### src/rtl/calc_pkg.sv
// Shared types and constants for the BCD display path: digit count, display FSM
// states and active-high 7-segment patterns (bit order gfedcba, bit0 = a).
package calc_pkg;

  localparam int unsigned NUM_DIGITOS = 5;

  typedef enum logic {ESPERA, MOSTRAR} estado_display_t;

  localparam logic [6:0] SEG_0       = 7'h3F;
  localparam logic [6:0] SEG_1       = 7'h06;
  localparam logic [6:0] SEG_2       = 7'h5B;
  localparam logic [6:0] SEG_3       = 7'h4F;
  localparam logic [6:0] SEG_4       = 7'h66;
  localparam logic [6:0] SEG_5       = 7'h6D;
  localparam logic [6:0] SEG_6       = 7'h7D;
  localparam logic [6:0] SEG_7       = 7'h07;
  localparam logic [6:0] SEG_8       = 7'h7F;
  localparam logic [6:0] SEG_9       = 7'h6F;
  localparam logic [6:0] SEG_GUION   = 7'h40;
  localparam logic [6:0] SEG_APAGADO = 7'h00;

  // Index of the highest nonzero nibble; 0 when the whole value is zero.
  function automatic logic [2:0] digito_mas_alto(input logic [4*NUM_DIGITOS-1:0] v);
    logic [2:0] h;
    h = '0;
    for (int unsigned i = 0; i < NUM_DIGITOS; i++) begin
      if (v[4*i +: 4] != 4'h0) h = 3'(i);
    end
    return h;
  endfunction

endpackage

### src/rtl/bcd_a_7seg.sv
// Combinational BCD nibble to active-high 7-segment pattern; non-BCD codes show a dash.
module bcd_a_7seg
  import calc_pkg::*;
(
  input  logic [3:0] nibble,
  output logic [6:0] seg
);

  always_comb begin
    seg = SEG_GUION;
    case (nibble)
      4'd0: seg = SEG_0;
      4'd1: seg = SEG_1;
      4'd2: seg = SEG_2;
      4'd3: seg = SEG_3;
      4'd4: seg = SEG_4;
      4'd5: seg = SEG_5;
      4'd6: seg = SEG_6;
      4'd7: seg = SEG_7;
      4'd8: seg = SEG_8;
      4'd9: seg = SEG_9;
      default: seg = SEG_GUION;
    endcase
  end

endmodule

### src/rtl/display_7seg_mux.sv
// Five-digit multiplexed 7-segment driver: latches packed BCD on cargar, scans digits
// with leading-zero and anti-ghosting blanking, and drives registered pin outputs.
module display_7seg_mux
  import calc_pkg::*;
#(
  parameter int DIV_REFRESH       = 25000,
  parameter int CICLOS_BLANCO     = 250,
  parameter int ANODO_ACTIVO_BAJO = 1,
  parameter int SEG_ACTIVO_BAJO   = 1
) (
  input  logic        clk,
  input  logic        rst_n,
  input  logic        cargar,
  input  logic [19:0] bcd_entrada,
  input  logic        apagar,
  output logic [4:0]  anodos,
  output logic [6:0]  segmentos,
  output logic        mostrando
);

  localparam int CW = (DIV_REFRESH > 1) ? $clog2(DIV_REFRESH) : 1;
  localparam logic [CW-1:0] CNT_MAX    = CW'(DIV_REFRESH - 1);
  localparam logic [CW-1:0] CNT_BLANCO = CW'(CICLOS_BLANCO);
  localparam logic [2:0]    IDX_MAX    = 3'(NUM_DIGITOS - 1);
  // Inactive levels double as XOR masks to convert active-high patterns to pin polarity.
  localparam logic [4:0]    AN_OFF     = (ANODO_ACTIVO_BAJO != 0) ? 5'h1F : 5'h00;
  localparam logic [6:0]    SEG_OFF    = (SEG_ACTIVO_BAJO != 0) ? ~SEG_APAGADO : SEG_APAGADO;

  estado_display_t estado;
  logic [19:0]     valor;
  logic [2:0]      idx;
  logic [CW-1:0]   cnt;

  logic [3:0] nibble;
  logic [6:0] seg_hi;
  logic [4:0] an_hi;
  logic [2:0] alto;
  logic       visible;

  always_comb begin
    nibble = valor[3:0];
    case (idx)
      3'd0:    nibble = valor[3:0];
      3'd1:    nibble = valor[7:4];
      3'd2:    nibble = valor[11:8];
      3'd3:    nibble = valor[15:12];
      3'd4:    nibble = valor[19:16];
      default: nibble = valor[3:0];
    endcase
  end

  bcd_a_7seg u_decod (
    .nibble (nibble),
    .seg    (seg_hi)
  );

  always_comb begin
    alto    = digito_mas_alto(valor);
    visible = (cnt >= CNT_BLANCO) && (idx <= alto);
    an_hi   = visible ? (5'b00001 << idx) : 5'b00000;
  end

  always_ff @(posedge clk or negedge rst_n) begin
    if (!rst_n) begin
      estado    <= ESPERA;
      valor     <= '0;
      idx       <= '0;
      cnt       <= '0;
      anodos    <= AN_OFF;
      segmentos <= SEG_OFF;
      mostrando <= 1'b0;
    end else begin
      if (estado == MOSTRAR) begin
        anodos    <= an_hi ^ AN_OFF;
        segmentos <= seg_hi ^ SEG_OFF;
        mostrando <= 1'b1;
      end else begin
        anodos    <= AN_OFF;
        segmentos <= SEG_OFF;
        mostrando <= 1'b0;
      end

      case (estado)
        ESPERA: begin
          idx <= '0;
          cnt <= '0;
          if (cargar && !apagar) begin
            valor  <= bcd_entrada;
            estado <= MOSTRAR;
          end
        end
        MOSTRAR: begin
          if (apagar) begin
            estado <= ESPERA;
            idx    <= '0;
            cnt    <= '0;
          end else begin
            // Reloading keeps the scan position so the refresh cadence never stalls.
            if (cargar) valor <= bcd_entrada;
            if (cnt == CNT_MAX) begin
              cnt <= '0;
              idx <= (idx == IDX_MAX) ? 3'd0 : idx + 3'd1;
            end else begin
              cnt <= cnt + 1'b1;
            end
          end
        end
        default: estado <= ESPERA;
      endcase
    end
  end

endmodule

### config.mk
export PLATFORM = sky130hd
export DESIGN_NAME = display_7seg_mux
export DESIGN_NICKNAME = d
export VERILOG_FILES = /design/src/rtl/calc_pkg.sv /design/src/rtl/bcd_a_7seg.sv /design/src/rtl/display_7seg_mux.sv
export SDC_FILE = /design/constraint.sdc
export NUM_CORES = 1
export LEC_CHECK = 0
export ABC_AREA = 1
export BUFFER_PORTS_ARGS = -buffer_cell sky130_fd_sc_hd__buf_4
export CAP_MARGIN = 20
export CORE_UTILIZATION = 45
export CTS_CLUSTER_SIZE = 10
export DETAILED_ROUTE_END_ITERATION = 10
export PLACE_DENSITY = 0.68
export RECOVER_POWER = 100
export SYNTH_ARGS = -nofsm -noshare
export SYNTH_HDL_FRONTEND = slang
export SYNTH_SLANG_ARGS = --single-unit
### constraint.sdc
create_clock -name clk -period 2 [get_ports clk]
set_input_delay 0.3 -clock clk [delete_from_list [all_inputs] [get_ports clk]]
set_output_delay 0.3 -clock clk [all_outputs]
set_load 0.01 [all_outputs]
==> results, run 1 <==
- The run finished with clean final reports.
- The maximum level of the CTS H-tree is 2.
- Measured against its own limit, the worst slew margin works out to 16.12%.
- The fraction of final layout cells with drive strength greater than 1 is between 40 and 50%.
- The worst setup path startpoint is valor[19].
- The worst path setup slack after routing is between 0.0007 and 0.0008 ns.
- The share of cell area taken by muxes after synthesis is between 7 and 8%.
- Global routing finished with a remaining overflow of 0.
- Row generation in the floorplan step produced 28 rows.
- The horizontal extent of the die is ~81 µm.
- The starting DRC count in detailed routing is around 100.
- The die covers around 6500 µm².
- The tree built by TritonCTS fans out to 52 sinks.
- In the layout the commonest cells are sky130_fd_sc_hd__buf_4, sky130_fd_sc_hd__nand2_1, sky130_fd_sc_hd__dfrtp_1.
- The share of the clock period used by the worst path after layout is ~100%.
- The post-synthesis async set-or-reset flop share is 100.0%.
- The required time of the critical path is ~2.2 ns.
- Overall power consumption after layout is estimated at 0.002403 W.
- The antenna diode count is 0.
- The transition time at the pin with the least slew margin is between 1 and 1.5 ns.
- The total routed wirelength is around 6.4 mm.
- The worst-case register-to-register setup slack is around 0.00071 ns.
- The yosys synthesis warning count is 0.
- Summing the areas of all compound-gate instances in the mapped netlist gives between 6 and 7% of the synthesized area.
- The highest fanout seen on the critical path is 5.
- Of the total synthesized cell area, the portion taken by AND, OR, NAND and NOR gates is a little over a quarter.
- Net switching is 26.95% of the power.
- The startpoint identified for the worst register-to-register timing path is valor[19].
- The synthesized design contains between 50 and 60 register bits.
- For this run, design rule violations remaining after detail routing come to 0.
- The number of unique standard cell types used by synthesis is 36.
- Entering global routing, the biggest net connects 53 pins.
- Counting flops with a built-in enable in the synthesized netlist gives 0.
- The arrival time of the worst setup path is between 2 and 2.5 ns.
- The number of antenna violations at the first check in global routing was 0.
- The starting utilization of the core area is a little under half.
- The cell type group with the largest total delay on the critical path is simple AND/OR/NAND/NOR gates.
- The top achievable clock speed is around 0.5 GHz.
- In this run the vertical extent of the chip is just over 80 µm.
- Per report_power, the combinational group accounts for between 15 and 20% of the total.
- Counting stages on the worst path, the most repeated cell is sky130_fd_sc_hd__nand2_1.
- Setup repair after global routing could not meet its margin everywhere.
- The first global-routing pass estimated roughly 10 mm of wire.
- The I/O pin count is 37.
- The number of buffers added on ports is 36.
- Of the total power, the clock network draws between 20% and 30%.
- The leakage power summed over all cells is 1.651 nW.
- Of the total power, registers draw 50.5%.
- The worst setup path category is flip-flop to flip-flop.
- The post-layout utilization of the core is 62.48%.
- By area the synthesized netlist is led by sky130_fd_sc_hd__dfrtp_1, sky130_fd_sc_hd__dfstp_2, sky130_fd_sc_hd__nand2_1, sky130_fd_sc_hd__mux2_2, sky130_fd_sc_hd__nand3_1.
- The deepest clock path buffer count is 2.
- The congestion estimate from routability-driven global placement came to ~0.87.
- The number of global-route vias before repair is roughly 2200.
- Counting every net in the synthesized netlist gives roughly 340.
- The max-capacitance violation count is 0.
- Clock latency on the worst-skew pair, taken at its later pin, is approximately 0.3 ns.
- The first TritonRoute pass finished after 4 iterations.
- The element type at the critical path start is a flip-flop.
- Once layout is complete, the cells apart from fillers number about 440.
- After synthesis, the largest family of logic cells by area is simple AND/OR/NAND/NOR gates.
- The worst path in the final design needs a cycle of 1.999 ns, including I/O delays and setup.
- Summing over every cut layer, the via total after detailed routing is approximately 2300.
- The area fraction of the dominant cell type after synthesis is between 30% and 40%.
- The hold violation count in the final report is 0.
- The tree is rooted in a sky130_fd_sc_hd__clkbuf_8.
- The largest single stage delay on the critical path is 0.43 ns.
- Global routing used roughly 20% of the available tracks.
- The core region is slightly below 6000 µm².
- Setup total negative slack on the finished layout was measured at 0 ns.
- Compared with the post-synthesis result, the final layout area differs by 32.95%.
- In this run the mean area of a mapped cell was 9.207 µm².
- In this run the worst setup path terminates at anodos[2].
- The worst hold path class is input pin to flip-flop.
- Dividing total power by cell area gives a power density of ~650 nW/µm².
- The most common cell after layout, fill and taps aside is sky130_fd_sc_hd__buf_4.
- The CTS tree is done.
- The master of the slowest instance on the critical path is sky130_fd_sc_hd__dfrtp_1.
- The type of element capturing the critical path is a flip-flop.
- Before CTS, the worst setup slack after placement is -0.08338 ns.
- Of the total synthesized cell area, the portion taken by XOR and XNOR cells is less than 1%.
- The design internal power is about 0.0018 W.
- The final clock skew is 0.008042 ns.
- The worst register-to-register path has a depth of 9.
- The count of hold-fix buffers inserted at cts is 0.
- The post-synthesis share of cell area spent on full adders, half adders and majority gates is under 10%.
- Fill cells in the final layout number 487.
- The count of final max-slew check failures is 0.
- After synthesis, flip-flops and latches occupy 47.03% of the total area.
- In this run the power spent charging and discharging nets is roughly 0.00065 W.
- The clock-pin slew of the registers on the worst-case setup and hold paths is 0.09 ns.
- The clock buffer count from CTS is 5.
- The largest total area in the synthesized netlist belongs to sky130_fd_sc_hd__dfrtp_1.
- The final setup violation count is 0.
- The peak supply drop is around 440 µV.
- The endpoint identified for the worst register-to-register timing path is anodos[2].
- The cell area that synthesis handed to floorplanning was between 2000 and 3000 µm².
- The number of nets still failing antenna checks after routing is 0.
- The number of placed cells counting well taps is between 400 and 500.
- The count of buffering cells on the critical path with inverters included is 1.
- The final layout contains ~410 nets.
- The critical path goes through nor4_4 -> buf_4 -> a21boi_1 -> ha_1 -> o21ai_1 -> nand2_1 -> nand2_1 -> a21oi_4 -> nand3_1.
- In the routed layout, each cell is associated on average with a via count of 5.108.
- The placed wire-length estimate after detailed placement is 4.356 mm.
- The most used flip-flop cell after synthesis is sky130_fd_sc_hd__dfrtp_1.
- The path length in cells of the critical path is 9.
- Synthesis produced just over 300 cells.
- The detailed-route wire length per cell is between 10 and 15 µm.
flip-flops by register name (all words and copies together), names as in the netlist:
register and flops:
valor 20, cnt 15, segmentos 7, anodos 5, idx 3, estado 1, mostrando 1
per-layer routing:
metal  global-route usage, %  share of wire (%)  vias up
li1                        -                  -     1136
met1                   28.38                 45     1066
met2                   32.27                 49       58
met3                   3.820                4.5        8
met4                   6.607                1.3        0
met5                       0                  0        -
synth_stat cells (2+ instances only):
| cell | count |
|---|---|
| sky130_fd_sc_hd__o21ai_2 | 3 |
| sky130_fd_sc_hd__dfstp_2 | 12 |
| sky130_fd_sc_hd__nor3_1 | 6 |
| sky130_fd_sc_hd__nor2_1 | 25 |
| sky130_fd_sc_hd__buf_6 | 2 |
| sky130_fd_sc_hd__inv_1 | 28 |
| sky130_fd_sc_hd__nor4_1 | 3 |
| sky130_fd_sc_hd__mux2_2 | 18 |
| sky130_fd_sc_hd__nand2_1 | 56 |
| sky130_fd_sc_hd__o21ai_4 | 2 |
| sky130_fd_sc_hd__nand2_4 | 2 |
| sky130_fd_sc_hd__nor2_2 | 2 |
| sky130_fd_sc_hd__a31oi_1 | 2 |
| sky130_fd_sc_hd__ha_1 | 15 |
| sky130_fd_sc_hd__nand3_1 | 40 |
| sky130_fd_sc_hd__inv_2 | 2 |
| sky130_fd_sc_hd__nor2_4 | 2 |
| sky130_fd_sc_hd__xor2_1 | 2 |
| sky130_fd_sc_hd__nand2_2 | 6 |
| sky130_fd_sc_hd__and3_1 | 3 |
| sky130_fd_sc_hd__buf_2 | 3 |
| sky130_fd_sc_hd__o21ai_0 | 10 |
| sky130_fd_sc_hd__nand4_1 | 3 |
| sky130_fd_sc_hd__a21oi_1 | 6 |
| sky130_fd_sc_hd__dfrtp_1 | 40 |
power by group through the flow:
| stage | registers, W | logic [W] | clock network, W |
|---|---|---|---|
| detailed placement | 0.00122 | 0.000368 | 0 |
| floorplan | 0.00122 | 0.000196 | 0 |
| finish | 0.00121 | 0.000475 | 0.000713 |
| global route | 0.00122 | 0.000516 | 0.000782 |
| CTS | 0.00121 | 0.000371 | 0.000729 |
| global placement | 0.00122 | 0.000355 | 0 |
per-stage QoR:
| step | hold WS [ns] | cell area (µm²) |
|---|---|---|
| 3_5_place_dp | 0.3754 | 3238 |
| 4_1_cts | 0.03844 | 3395 |
| 6_report | 0.2173 | 3721 |
| 3_3_place_gp | 0.3655 | 3238 |
| 5_1_grt | 0.2007 | 3721 |
| 2_1_floorplan | 0.004409 | 2799 |
worst min path at each step:
stage                         start   endpoint  slack [ns]  depth (start not counted)
floorplan                     rst_n     cnt[0]       0.004                          0
global placement              rst_n   valor[3]        0.37                          1
detailed placement            rst_n   valor[0]        0.38                          1
CTS                           rst_n   valor[0]        0.04                          1
global route         bcd_entrada[8]   valor[8]        0.20                          2
finish              bcd_entrada[13]  valor[13]        0.22                          2
final cells by class:
cell class | instances | area [µm²] | area share [%]
multi-input cells | 215 | 1592 | 42.77
inverters | 31 | 131.4 | 3.531
clock inverters | 2 | 35.03 | 0.9415
clock buffers | 6 | 72.57 | 1.950
repair buffers | 63 | 478.0 | 12.84
flip-flops and latches | 52 | 1319 | 35.44
well taps | 75 | 93.84 | 2.522
kinds of logic (layout without fill, tap and decap cells):
group | count (synthesis) | count (layout)
flip-flops | 52 | 52
AO/OA/AOI/OAI | 26 | 26
adder cells (fa/ha/maj) | 15 | 15
multiplexers | 18 | 18
XOR/XNOR | 2 | 2
AND/OR/NAND/NOR | 154 | 154
buffers and inverters | 37 | 102
repair_timing:
item,4_1_cts,5_1_grt
gates cloned,0,0
setup endpoints to repair,11,11
pin swaps,1,15
gates resized for setup,8,63
setup buffers,2,9
(Power assumes the default switching activity.)
==> run 2: changes to the inputs <==
--- a/config.mk
+++ b/config.mk
@@ -8,11 +8,11 @@
 export ABC_AREA = 1
 export BUFFER_PORTS_ARGS = -buffer_cell sky130_fd_sc_hd__buf_4
 export CAP_MARGIN = 20
+export CORE_ASPECT_RATIO = 0.7
 export CORE_UTILIZATION = 45
 export CTS_CLUSTER_SIZE = 10
 export DETAILED_ROUTE_END_ITERATION = 10
 export PLACE_DENSITY = 0.68
-export RECOVER_POWER = 100
 export SYNTH_ARGS = -nofsm -noshare
 export SYNTH_HDL_FRONTEND = slang
 export SYNTH_SLANG_ARGS = --single-unit
==> results, run 2 (same netlist as run 1, synthesis figures left out) <==
- The met1 track demand over resource in global routing is between 20 and 30%.
- The count of non-filler cells in the finished layout is 448.
- The register with the most flip-flops is valor.
- For this design the top-level I/O count stands at 37.
- The count of final max-slew check failures came to 0.
- The routed layout has 2284 vias.
- TritonCTS built the clock tree.
- CTS built an H-tree with a depth of 2.
- The type of element capturing the critical path is a flip-flop.
- At the end of the flow the core is filled with cells to between 60 and 70%.
- The overall power after layout is 0.002360 W.
- The max-capacitance violation count is 0.
- The later pin in the worst-skew pair is clocked with a latency of about 0.31 ns.
- The first global-routing pass estimated about 9.8 mm of wire.
- Net switching is roughly a quarter of the power.
- The cell type group with the largest total delay on the critical path is simple AND/OR/NAND/NOR gates.
- The die covers roughly 6500 µm².
- The antenna diode count is 0.
- The most common cell after layout, fill and taps aside is sky130_fd_sc_hd__buf_4.
- The count of buffering cells on the critical path with inverters included is 2.
- The flip-flop count of the largest register after layout is 20.
- The share of the clock period used by the worst path after layout is 102.4%.
- Across the whole layout, storage elements account for 1319 µm².
- For this run, global-route usage on met2 was measured as just under 30%.
- The clock sink total is 52.
- The number of antenna violations at the first check in global routing is 0.
- The setup check on the worst reg-to-reg path leaves a slack of -0.05 ns.
- The leakage power summed over all cells is 1.649 nW.
- The number of global-route vias before repair was roughly 2100.
- The detail route stage leaves a number of antenna-violating nets equal to 0.
- The detailed-route wire length per cell is around 14 µm.
- Data on the critical path is required at its endpoint by 2.24 ns.
- After filler insertion, the fill cell instance count of the layout stands at 503.
- The power density normalized to cell area is between 600 and 700 nW/µm².
- The library cells used most frequently in the layout, excluding fill and tap cells, are sky130_fd_sc_hd__buf_4, sky130_fd_sc_hd__nand2_1, sky130_fd_sc_hd__dfrtp_1.
- Derived from the worst setup path, the maximum achievable clock frequency is approximately 0.5 GHz.
- The critical path goes through ha_4 -> buf_4 -> o21ai_4 -> nand2_4 -> nand2_1 -> nand2_2 -> ha_1 -> inv_1 -> nand3_1 -> nand3_2 -> nand3_2.
- In the final layout, the registers with the most flip-flops are valor (20), cnt (15), segmentos (7).
- Clock tree synthesis selected as its root buffer the cell sky130_fd_sc_hd__clkbuf_8.
- The number of nets in the layout is between 400 and 500.
- The layout overhead on the synthesized area is 27.89%.
- Port buffering added 36 buffers.
- The highest fanout seen on the critical path is 7.
- The total routed wirelength is 6.311 mm.
- Global routing consumed, over all layers together, between 20% and 30% of the routing resources.
- The total core area is around 5900 µm².
- The worst setup path category is flip-flop to flip-flop.
- In this run, the clock network consumes roughly 31% of the power.
- The post-detailed-route DRC marker count is 0.
- The detail-routed via count per cell is 5.098.
- The checks that failed: negative hold slack, negative setup slack.
- The area occupied by multi-input gates is about 1400 µm².
- The arrival time of the worst setup path is roughly 2.3 ns.
- The tightest min-delay check is of the input pin to async pin type.
- The hold violation count in the final report is 3.
- The clock buffer count from CTS is 5.
- The fraction of final layout cells with drive strength greater than 1 is around two fifths.
- The worst path setup slack after routing is -0.04736 ns.
- The die is around 96 µm wide.
- met2 is the most crowded layer.
- Cell internal power was estimated by the tool at approximately 0.0017 W.
- For this design the total switching power over the nets is between 0.0006 and 0.0007 W.
- The maximum cell stage delay along the critical path is between 0.4 and 0.5 ns.
- Across the VDD grid, the largest voltage drop is around 300 µV.
- The longest clock path from root to sink contains 2 buffers.
- The worst hold slack after final layout is -0.003379 ns.
- The weighted congestion reported at the end of routability-driven placement is 0.8319.
- The element type at the critical path start is a flip-flop.
- The portion of total power attributed to combinational logic is 18.4%.
- From bottom edge to top edge, the die measures around 68 µm.
- The total congestion overflow after global routing is 0.
- The total number of placement rows is 23.
- The transition time at the pin with the least slew margin is approximately 0.66 ns.
- The setup slack at placement is -0.04360 ns.
- By instance count, the cell type seen most on the critical path is sky130_fd_sc_hd__nand3_2.
- After legalization and detailed placement, the total HPWL measured roughly 4.4 mm.
- The final clock skew is ~0.007 ns.
- The number of placed cells counting well taps is ~430.
- For the finished layout, the period the worst path requires is ~2.0 ns.
- The run finished, with violations left.
- Global routing consumed, on the met3 layer, 4.111% of the routing resources.
- The starting utilization of the core area is approximately 48%.
- The starting DRC count in detailed routing is between 100 and 150.
- The proportion of power drawn by flip-flops and latches is roughly half.
- The maximum number of pins on one net before global-route repair is 53.
- Headroom to the max-slew limit came out at a little under three fifths.
- Setup repair after global routing could not meet its margin everywhere.
- Among all stages on the critical path, the largest delay is contributed by sky130_fd_sc_hd__dfrtp_2.
- The final setup violation count is 2.
- The first-pass iteration count of the detailed router is 4.
- The clock-pin slew of the registers on the worst-case setup and hold paths is ~0.090 ns.
run 2: power groups by stage:
| stage | logic [W] | registers [W] | clock network (W) |
|---|---|---|---|
| final | 0.000434 | 0.00120 | 0.000724 |
| after detailed placement | 0.000393 | 0.00122 | 0 |
| after global placement | 0.000385 | 0.00122 | 0 |
| after floorplan | 0.000196 | 0.00122 | 0 |
| after global routing | 0.000479 | 0.00121 | 0.000778 |
| after CTS | 0.000408 | 0.00120 | 0.000743 |
run 2: layout make-up:
class                           count  area share [%]
Inverter                           31           3.530
Tap cell                           75           2.621
Timing Repair Buffer               67           14.05
Clock buffer                        6           2.027
Multi-Input combinational cell    215           39.95
Sequential cell                    52           36.84
Clock inverter                      2          0.9787
run 2: stage by stage:
step	instance area, µm²	setup TNS [ns]
after floorplan	2799	0
after global placement	3283	-0.02455
after detailed placement	3283	-0.1051
after CTS	3431	0
after global routing	3580	-0.6543
final	3580	-0.05949
run 2: per-layer routing:
layer	vias up	part of all wire (%)
li1	1145	-
met1	1080	50
met2	52	45
met3	7	4.3
met4	0	1.1
met5	-	0
run 2: final timing paths:
| path | startpoint | end | depth (start not counted) |
|---|---|---|---|
| setup / recovery | idx[1] | segmentos[3] | 11 |
| hold / removal | rst_n | valor[1] | 1 |
| setup reg to reg | idx[1] | segmentos[3] | 11 |
| hold reg to reg | cnt[0] | cnt[0] | 1 |
| max in group asynchronous | rst_n | idx[1] | 1 |
| min in group clk | bcd_entrada[8] | valor[8] | 2 |
run 2: timing repair:
action | 4_1_cts | 5_1_grt
resized for setup | 4 | 29
buffers inserted | 4 | 5
gates cloned | 0 | 0
pin swaps | 1 | 9
endpoints found under the setup margin | 6 | 11
hold buffers | 0 | 0
run 2: worst register-to-register path, cell delays in order (launching register included):
cell	delay, ns
sky130_fd_sc_hd__dfrtp_2	0.49
sky130_fd_sc_hd__ha_4	0.19
sky130_fd_sc_hd__buf_4	0.13
sky130_fd_sc_hd__o21ai_4	0.17
sky130_fd_sc_hd__nand2_4	0.11
sky130_fd_sc_hd__nand2_1	0.10
sky130_fd_sc_hd__nand2_2	0.09
sky130_fd_sc_hd__ha_1	0.32
sky130_fd_sc_hd__inv_1	0.08
sky130_fd_sc_hd__nand3_1	0.13
sky130_fd_sc_hd__nand3_2	0.10
sky130_fd_sc_hd__nand3_2	0.06
==> run 3: changes to the inputs <==
--- a/config.mk
+++ b/config.mk
@@ -15,4 +15,5 @@
 export PLACE_DENSITY = 0.68
 export SYNTH_ARGS = -nofsm -noshare
 export SYNTH_HDL_FRONTEND = slang
+export SYNTH_HIERARCHICAL = 1
 export SYNTH_SLANG_ARGS = --single-unit
==> results, run 3 <==
- The count of buffering cells on the critical path with inverters included is 5.
- The number of unique standard cell types used by synthesis is 28.
- The critical path ends at segmentos[3].
- The required time of the critical path is between 2 and 2.5 ns.
- The later-pin clock latency in the skew report is roughly 0.30 ns.
- After detailed routing, the number of remaining DRC violations is 0.
- CTS saw 52 sinks.
- The fraction of power consumed by the clock network is 25.2%.
- The final setup violation count is 0.
- The analysis attributes to net switching a power of about 0.00073 W.
- The synthesized netlist occupies a cell area of about 2800 µm².
- The slowest stage of the critical path belongs to the cell sky130_fd_sc_hd__dfrtp_1.
- The worst register-to-register path has a depth of 16.
- For this run, the post-layout net count is 434.
- In this run, synthesis produced a sequential element count of 52.
- Among cell families on the critical path, the largest total delay comes from simple AND/OR/NAND/NOR gates.
- The post-synthesis sequential area ratio is between 40% and 50%.
- CTS placed an instance of sky130_fd_sc_hd__clkbuf_8 at the clock tree root.
- Cells with a size suffix above 1 make up a little under two fifths of the layout.
- After clock tree synthesis, the clock-pin slew on the worst setup and hold paths is about 0.09 ns.
- During I/O placement, the number of pins put on the boundary was 37.
- The arrival time of the worst setup path is approximately 2.2 ns.
- The post-place instance area is approximately 3300 µm².
- Once detailed placement completed, the half-perimeter wirelength came to around 4.4 mm.
- The detail-routed via count per cell is 4.917.
- The final clock skew is 0.009724 ns.
- Once the floorplan was initialized, standard cells occupied between 40 and 50% of the core.
- STA classifies the critical path startpoint as a flip-flop.
- Across all register-to-register paths, the minimum setup slack is between 0.05 and 0.06 ns.
- The hold violation count in the final report is 0.
- Measured along the x axis, the die boundary spans around 96 µm.
- Counting stages on the worst path, the most repeated cell is sky130_fd_sc_hd__nand2_1.
- The clock buffer count from CTS is 5.
- The transition time at the pin with the least slew margin is between 0.6 and 0.7 ns.
- The run finished with clean final reports.
- The die is approximately 68 µm tall.
- Sorting the synthesized cells by area gives the leading types as sky130_fd_sc_hd__dfrtp_1, sky130_fd_sc_hd__dfstp_2, sky130_fd_sc_hd__nand2_1, sky130_fd_sc_hd__ha_1, sky130_fd_sc_hd__mux2_2.
- In this run, flip-flops and latches consume between 50% and 60% of the power.
- The analysis attributes to cell leakage a power of between 1.5 and 2 nW.
- Counting instances in the post-synthesis netlist gives the leading cell types as sky130_fd_sc_hd__nand2_1, sky130_fd_sc_hd__nor2_1, sky130_fd_sc_hd__dfrtp_1.
- The maximum number of pins on one net before global-route repair is 53.
- The maximum level of the CTS H-tree is 2.
- The register with the most flip-flops is valor.
- The met1 track demand over resource in global routing is 31.21%.
- The number of nets still failing antenna checks after routing is 0.
- The most frequently used cell type in the post-synthesis netlist is sky130_fd_sc_hd__nand2_1.
- The power density normalized to cell area is 692.4 nW/µm².
- The top cell types in the final layout, fill and taps aside, are sky130_fd_sc_hd__nand2_1, sky130_fd_sc_hd__buf_4, sky130_fd_sc_hd__nor2_1.
- The count of hold-fix buffers inserted at cts is 0.
- Yosys mapped a number of flops with a built-in enable equal to 0.
- The largest registers in the layout are valor (20), cnt (15), segmentos (7).
- The type of element capturing the critical path is a flip-flop.
- The wire length of the first global-routing pass is between 9 and 10 mm.
- The total congestion overflow after global routing is 0.
- The most common cell after layout, fill and taps aside is sky130_fd_sc_hd__nand2_1.
- The total routed wirelength is approximately 6.1 mm.
- The path length in cells of the critical path is 16.
- After the first detailed-routing iteration, the DRC count stood at approximately 130.
- The core region is just under 6000 µm².
- The floorplan has 23 rows.
- TritonCTS built the clock tree.
- The number of nets produced by synthesis is around 370.
- The flip-flop count of the largest register after layout is 20.
- The area of the die is between 6000 and 7000 µm².
- The number of global-route vias before repair was roughly 2000.
- The startpoint of the lowest-slack register-to-register path is idx[0].
- Walking the worst path, the cells encountered are inv_2 -> ha_4 -> inv_2 -> nor2_4 -> buf_6 -> nand2_2 -> nand2_1 -> inv_1 -> nand4_1 -> inv_2 -> ha_4 -> nand2_2 -> nand2_1 -> nand2_1 -> nand2_1 -> nand2_1.
- The largest total area in the synthesized netlist belongs to sky130_fd_sc_hd__dfrtp_1.
- The deepest clock path buffer count is 2.
- The peak supply drop is between 300 and 400 µV.
- The yosys synthesis warning count is 6.
- The worst setup path is of the flip-flop to flip-flop kind.
- In the global route stage, met3 resource usage came out at 4.111%.
- The worst register-to-register path ends at segmentos[3].
- The worst hold path class is input pin to async pin.
- The first-pass iteration count of the detailed router is 4.
- The net switching fraction of the power is 29.53%.
- The predominant post-synthesis flop cell is sky130_fd_sc_hd__dfrtp_1.
- Of all nets on the critical path, the largest fanout is 4.
- The layer flagged by global routing as most heavily used is met1.
- Measured against its own limit, the worst slew margin works out to a little under three fifths.
- After detailed routing, the average wire length per cell comes to ~13 µm.
- Setup repair after global routing could not meet its margin everywhere.
- The count of final max-slew check failures is 0.
- The worst setup path startpoint is idx[0].
- The overall global routing resource usage is between 10% and 20%.
- The number of buffers added on ports is 36.
- The max-capacitance violation count is 0.
- Summing internal, switching and leakage power gives 0.002466 W.
- After technology mapping, the gate count stands at 331.
- The maximum cell stage delay along the critical path is ~0.43 ns.
- Routability-driven placement finished with a final weighted congestion of 0.8613.
- The number of antenna violations at the first check in global routing is 0.
- Counting I/O delays and the setup requirement, the final critical path takes 1.946 ns.
- The portion of total power attributed to combinational logic is 24.8%.
- Global routing used between 20% and 30% of the available met2 tracks.
- For this run, asynchronously set or reset flops after synthesis account for 100.0%.
- Of the post-synthesis cell area, the dominant cell type holds a little over a third.
- The antenna diode count is 0.
- The total vias in the final route is 2311.
- Derived from the worst setup path, the maximum achievable clock frequency is about 0.5 GHz.
- Internal power comes to roughly 0.0017 W.
- The finished cells cover roughly 3600 µm².
- The area growth from synthesis to layout is 26.71%.
- The share of the clock period used by the worst path after layout is between 90% and 100%.
- The synthesized area divided by synthesized cell count is 8.490 µm².
==> run 3: final cells by class <==
cell class                 count  area (µm²)
fill                         534        2310
multi-input combinational    235        1443
sequential                    52        1319
timing repair buffer          60       461.7
inverter                      40       151.4
tap                           75       93.84
clock buffer                   6       82.58
clock inverter                 2       10.01
==> run 3: through the flow <==
stage	worst slack (ns)	cells	hold WS, ns	util, %	setup TNS, ns
2_1_floorplan	0.02762	331	0.004409	-	0
4_1_cts	0.004292	464	0.04423	58.01	0
3_3_place_gp	-0.02156	453	0.3701	55.48	-0.02156
6_report	0.05439	470	0.02193	60.66	0
3_5_place_dp	-0.1074	453	0.3733	55.48	-0.2445
5_1_grt	-0.1122	470	0.06421	60.66	-0.3788
==> run 3: worst min-delay path by stage <==
stage / from / to / slack [ns] / cells after the start
floorplan: rst_n / cnt[0] / 0.004 / 0
global placement: rst_n / cnt[3] / 0.37 / 1
detailed placement: rst_n / valor[18] / 0.37 / 1
CTS: rst_n / cnt[6] / 0.04 / 1
global route: rst_n / cnt[0] / 0.06 / 1
finish: rst_n / valor[18] / 0.02 / 1
==> run 3: layer usage <==
layer	wire, µm	up-vias
met4	31	0
met1	3146	1078
met3	275	2
met5	0	-
met2	2647	53
li1	-	1178
==> run 3: timing repair <==
item                       4_1_cts  5_1_grt
resized for setup               13       27
buffers inserted                 3        6
pin swaps                        3        9
setup endpoints to repair        6        7
==> run 3: power by group through the flow <==
stage	logic (W)	registers [W]	clock network [W]
5_1_grt	0.000694	0.00124	0.000677
3_3_place_gp	0.000497	0.00125	0
3_5_place_dp	0.000507	0.00125	0
6_report	0.000611	0.00123	0.000623
2_1_floorplan	0.000291	0.00124	0
4_1_cts	0.000526	0.00123	0.000631
==> run 3: cells by family after synthesis <==
| logic type | synth area share (%) |
|---|---|
| DFF | 46.84 |
| xor gates and xnor gates | 1.247 |
| adders and majority gates | 7.124 |
| and+or+nand+nor | 28.85 |
| buffers and inverters | 6.455 |
| muxes | 6.411 |
| AOI/OAI and AO/OA | 3.072 |
